[src/rtl/timer_counter.sv]
// Memory-mapped down-counting timer with byte-strobed register writes and a maskable
// interrupt request. Reads are combinational; all state changes on the rising clock edge.
module timer_counter #(
  parameter logic [31:0] BASE_ADDR = 32'h0000_7F00
) (
  input  logic        clk,
  input  logic        reset,
  input  logic [31:0] addr,
  input  logic        we,
  input  logic [3:0]  byteen,
  input  logic [31:0] wdata,
  output logic [31:0] rdata,
  output logic        irq
);

  typedef enum logic [1:0] {StIdle, StLoad, StCnt, StInt} state_e;

  state_e      state_q, state_d;
  logic [3:0]  ctrl_q, ctrl_d;
  logic [31:0] preset_q, preset_d;
  logic [31:0] count_q, count_d;
  logic        irq_flag_q, irq_flag_d;

  logic       hit;
  logic [1:0] sel;
  logic       en, im, auto_reload;
  // Byte offset within a register carries no meaning here.
  logic       unused_addr_lo;

  assign hit            = (addr[31:4] == BASE_ADDR[31:4]);
  assign sel            = addr[3:2];
  assign unused_addr_lo = ^addr[1:0];

  assign en          = ctrl_q[0];
  assign im          = ctrl_q[3];
  assign auto_reload = (ctrl_q[2:1] == 2'b01);

  // Next-state: FSM first, then bus writes so a CTRL write overrides the INT auto-disable.
  always_comb begin
    state_d    = state_q;
    ctrl_d     = ctrl_q;
    preset_d   = preset_q;
    count_d    = count_q;
    irq_flag_d = irq_flag_q;

    case (state_q)
      StIdle: begin
        if (en) begin
          state_d    = StLoad;
          irq_flag_d = 1'b0;
        end
      end
      StLoad: begin
        count_d = preset_q;
        state_d = en ? StCnt : StIdle;
      end
      StCnt: begin
        if (!en) begin
          state_d = StIdle;
        end else if (count_q > 32'd1) begin
          count_d = count_q - 32'd1;
        end else begin
          // Saturate at zero; a preset of 0 expires like a preset of 1.
          count_d    = 32'd0;
          state_d    = StInt;
          irq_flag_d = 1'b1;
        end
      end
      StInt: begin
        state_d = StIdle;
        if (auto_reload) begin
          irq_flag_d = 1'b0;
        end else begin
          ctrl_d[0] = 1'b0;
        end
      end
      default: state_d = StIdle;
    endcase

    if (we && hit) begin
      case (sel)
        2'd0: begin
          if (byteen[0]) ctrl_d = wdata[3:0];
        end
        2'd1: begin
          for (int i = 0; i < 4; i++) begin
            if (byteen[i]) preset_d[8*i +: 8] = wdata[8*i +: 8];
          end
        end
        default: ;
      endcase
    end
  end

  // State registers with asynchronous clear.
  always_ff @(posedge clk or posedge reset) begin
    if (reset) begin
      state_q    <= StIdle;
      ctrl_q     <= 4'd0;
      preset_q   <= 32'd0;
      count_q    <= 32'd0;
      irq_flag_q <= 1'b0;
    end else begin
      state_q    <= state_d;
      ctrl_q     <= ctrl_d;
      preset_q   <= preset_d;
      count_q    <= count_d;
      irq_flag_q <= irq_flag_d;
    end
  end

  // Read mux: unmapped slot and out-of-window addresses read zero.
  always_comb begin
    rdata = 32'd0;
    if (hit) begin
      case (sel)
        2'd0:    rdata = {28'd0, ctrl_q};
        2'd1:    rdata = preset_q;
        2'd2:    rdata = count_q;
        default: rdata = 32'd0;
      endcase
    end
  end

  // Interrupt request is the latched flag gated by the mask bit.
  always_comb begin
    irq = irq_flag_q & im;
  end

endmodule

[config.mk]
export PLATFORM = sky130hd
export DESIGN_NAME = timer_counter
export DESIGN_NICKNAME = d
export VERILOG_FILES = /design/src/rtl/timer_counter.sv
export SDC_FILE = /design/constraint.sdc
export NUM_CORES = 1
export LEC_CHECK = 0
export BUFFER_PORTS_ARGS = -buffer_cell sky130_fd_sc_hd__buf_2
export CORE_UTILIZATION = 45
export CTS_BUF_LIST = sky130_fd_sc_hd__clkbuf_2 sky130_fd_sc_hd__clkbuf_4 sky130_fd_sc_hd__clkbuf_8
export DETAILED_ROUTE_END_ITERATION = 6
export GPL_TIMING_DRIVEN = 0
export PLACE_DENSITY = 0.77
export REMOVE_ABC_BUFFERS = 1
export SLEW_MARGIN = 10
export SYNTH_ARGS = -nofsm -noshare
export SYNTH_HDL_FRONTEND = slang
export SYNTH_SLANG_ARGS = --single-unit
[constraint.sdc]
create_clock -name clk -period 7.6 [get_ports clk]
set_clock_uncertainty 0.15 [all_clocks]
set_input_delay 0.76 -clock clk [delete_from_list [all_inputs] [get_ports clk]]
set_output_delay 0.76 -clock clk [all_outputs]
set_load 0.01 [all_outputs]
==> metrics.csv <==
metric;value;unit
outcome;completed;
minimum clock period;3820;ps
mapped cell area;4450;um2
area fraction of the dominant cell type after synthesis;0.399;
Storage cell area;1780;um2
FFs w/ async S/R, synth;1.00;
Worst Hold Class;input pin to async pin;
IO Count;104;
period utilization;0.502;
worst-path maximum fanout;21;
most frequent cell after synthesis;dfrtp_1;
Static Leak;2.41;nW
CP delay by family, top;simple AND/OR/NAND/NOR gates;
Final Hold Viols;0;
crit-path max cell delay;750;ps
WL final;12400;um
Synth Flop Type;dfrtp_1;
crit path kind;flop to flop;
Nets;605;
area grow syn2layout;16.0;%
worst path buffer plus inverter count;0;
CORE AREA;9420;um2
Comb pwr share;0.056;
Fin Hold WS;161;ps
placed wire-length estimate;8500;um
1st-pass router iterations;4;
DR DRC count;0;
CTS resizes;0;
post-synthesis mux area share;0.100;
slowest cell on the critical path;or4_1;
gr ovfl total;0;
Die ar.;10300;um2
sequential share of power;0.551;
Max Slew Vio Count;0;
via count;4147;
Area contributors post-synth;dfrtp_1 40%, mux2_2 9.1%, a22oi_1 5.4%;
GP Congestion;0.822;
pin count of the biggest net entering global routing;61;
Port Buf Inserts;101;
register area share after synthesis;0.399;
first-pass GRT wire length;20000;um
Post-Synth XOR/XNOR Area;0;
EDFF count, synth;0;
Yosys cell types;66;
clock share of power;0.393;
vias per inst;6.23;
Startpoint Class;flop;
commonest cells in the netlist;71 x dfrtp_1, 52 x nor2_1, 36 x mux2_2;
vias in the first global route;4030;
Critical Path AT;3860;ps
CP Cell Sequence;or4_1 > nor4b_4 > nand4_2 > nand2_1 > o311ai_0;
ant diodes;0;
largest family of logic cells by synthesized area;compound AO/OA/AOI/OAI gates;
Yosys Warn Count;0;
cell internal pwr;0.000515;W
pwr dens;133;nW/um2
Inserted Clock Buffers;9;
Synth Area in Compound Gates;0.226;
Switching Power;0.000170;W
Syn Inst Count;458;
die width;101;um
ratio of cells with drive above 1 in the final layout;0.352;
initial core utilization;0.473;
PnR Total Power;0.000685;W
setup violators final;0;
clk_lat worst skew;360;ps
dpl ws;3890;ps
clock-pin slew on the worst setup and hold paths;80;ps
VDD IR max;0.110;mV
Seq cells post-synth;71;
Core Rows;35;
DR iter-0 viols;288;
remaining antenna violation count after routing;0;
multi-input logic area;2440;um2
Simple-Gate Fraction of Synth Area;0.211;
Setup Buffers After CTS;0;
# clock sinks;71;
required time of the critical path;7650;ps
Syn Area/Cell;9.71;um2
CTS root buf;clkbuf_8;
Hold Buf Count CTS;0;
area leader, netlist;dfrtp_1;
CP endpoint kind;flop;
slew margin rel.;0.352;
H-tree levels;3;
PnR worst setup slack;3780;ps
maximum clock path buffer count;2;
CTS tree;done;
actual slew at the worst max-slew pin;968;ps
switching fraction of total power;0.248;
routed len/inst;18.6;um
Chip Height;101;um
RSZ-0062 raised after global routing;false;
Peak Freq;262;MHz
adder-cell area share of the yosys netlist;0.00562;
setup TNS;0;ps
max-cap violations;0;
fillers;876;
initial antenna violation count;0;
GR Util All Layers;0.251;
-- worst reg2reg max path, cell delays in order (launching register included) --
cell and delay (ps):
dfrtp_1 440, or4_1 750, nor4b_4 660, nand4_2 740
nand2_1 680, o311ai_0 240
-- registers in the layout, summed over array words and instances, names as in the netlist --
register,count
count_q,32
ctrl_q,4
irq_flag_q,1
preset_q,32
state_q,2
-- power by group through the flow --
stage / combinational (W) / clock, W / sequential, W
after detailed placement: 0.0000390 / 0 / 0.000385
final: 0.0000382 / 0.000269 / 0.000377
after CTS: 0.0000391 / 0.000273 / 0.000377
after global placement: 0.0000347 / 0 / 0.000385
after global routing: 0.0000426 / 0.000292 / 0.000377
after floorplan: 0.0000115 / 0 / 0.000385
-- cell type report --
type / count / area share
Clock inverter: 6 / 0.00727
Sequential cell: 71 / 0.344
Clock buffer: 10 / 0.0255
Multi-Input combinational cell: 337 / 0.473
Tap cell: 129 / 0.0313
Inverter: 9 / 0.00703
Timing Repair Buffer: 104 / 0.112
-- placed cells by master, fill, tap and decap left out, types with 6 or more instances in the layout --
cell type / count
a22o_1: 6
mux2_2: 36
o211ai_1: 6
inv_1: 8
o41ai_1: 6
nor3_1: 6
a21oi_1: 8
buf_2: 101
a22oi_1: 32
nor2_1: 52
dfrtp_1: 71
nand3_1: 15
nor4_1: 11
nand2_1: 30
nand4_1: 11
o31ai_1: 15
a32oi_1: 11
clkbuf_8: 9
or3_2: 6
-- through the flow --
stage,area (um2),util,instances
after floorplan,4220,-,417
after global placement,4890,0.519,647
after detailed placement,4990,0.530,650
after CTS,5160,0.548,666
after global routing,5160,0.548,666
final,5160,0.548,666
-- cells by family after synthesis --
kind of cell / after synthesis
buf+inv: 50
flops: 71
simple gates: 167
mux: 40
compound gates: 128
fa+ha+maj: 2
-- routing by layer --
layer / share of wire / vias up / routed length [um] / global-route usage
li1: - / 1924 / - / -
met1: 0.41 / 2035 / 5050 / 0.315
met2: 0.51 / 170 / 6370 / 0.429
met3: 0.064 / 18 / 793 / 0.0559
met4: 0.013 / 0 / 163 / 0.0825
met5: 0 / - / 0 / 0
-- worst paths after layout --
path | start | to | slack (ps) | cells after the start
max | count_q[10] | count_q[29] | 3780 | 5
min | reset | preset_q[8] | 160 | 2
max reg2reg | count_q[10] | count_q[29] | 3780 | 5
min reg2reg | preset_q[12] | preset_q[12] | 390 | 1
max in group asynchronous | reset | preset_q[20] | 6600 | 3
min in group clk | preset_q[12] | preset_q[12] | 390 | 1
Note: power is estimated with default switching activity, not from simulation.
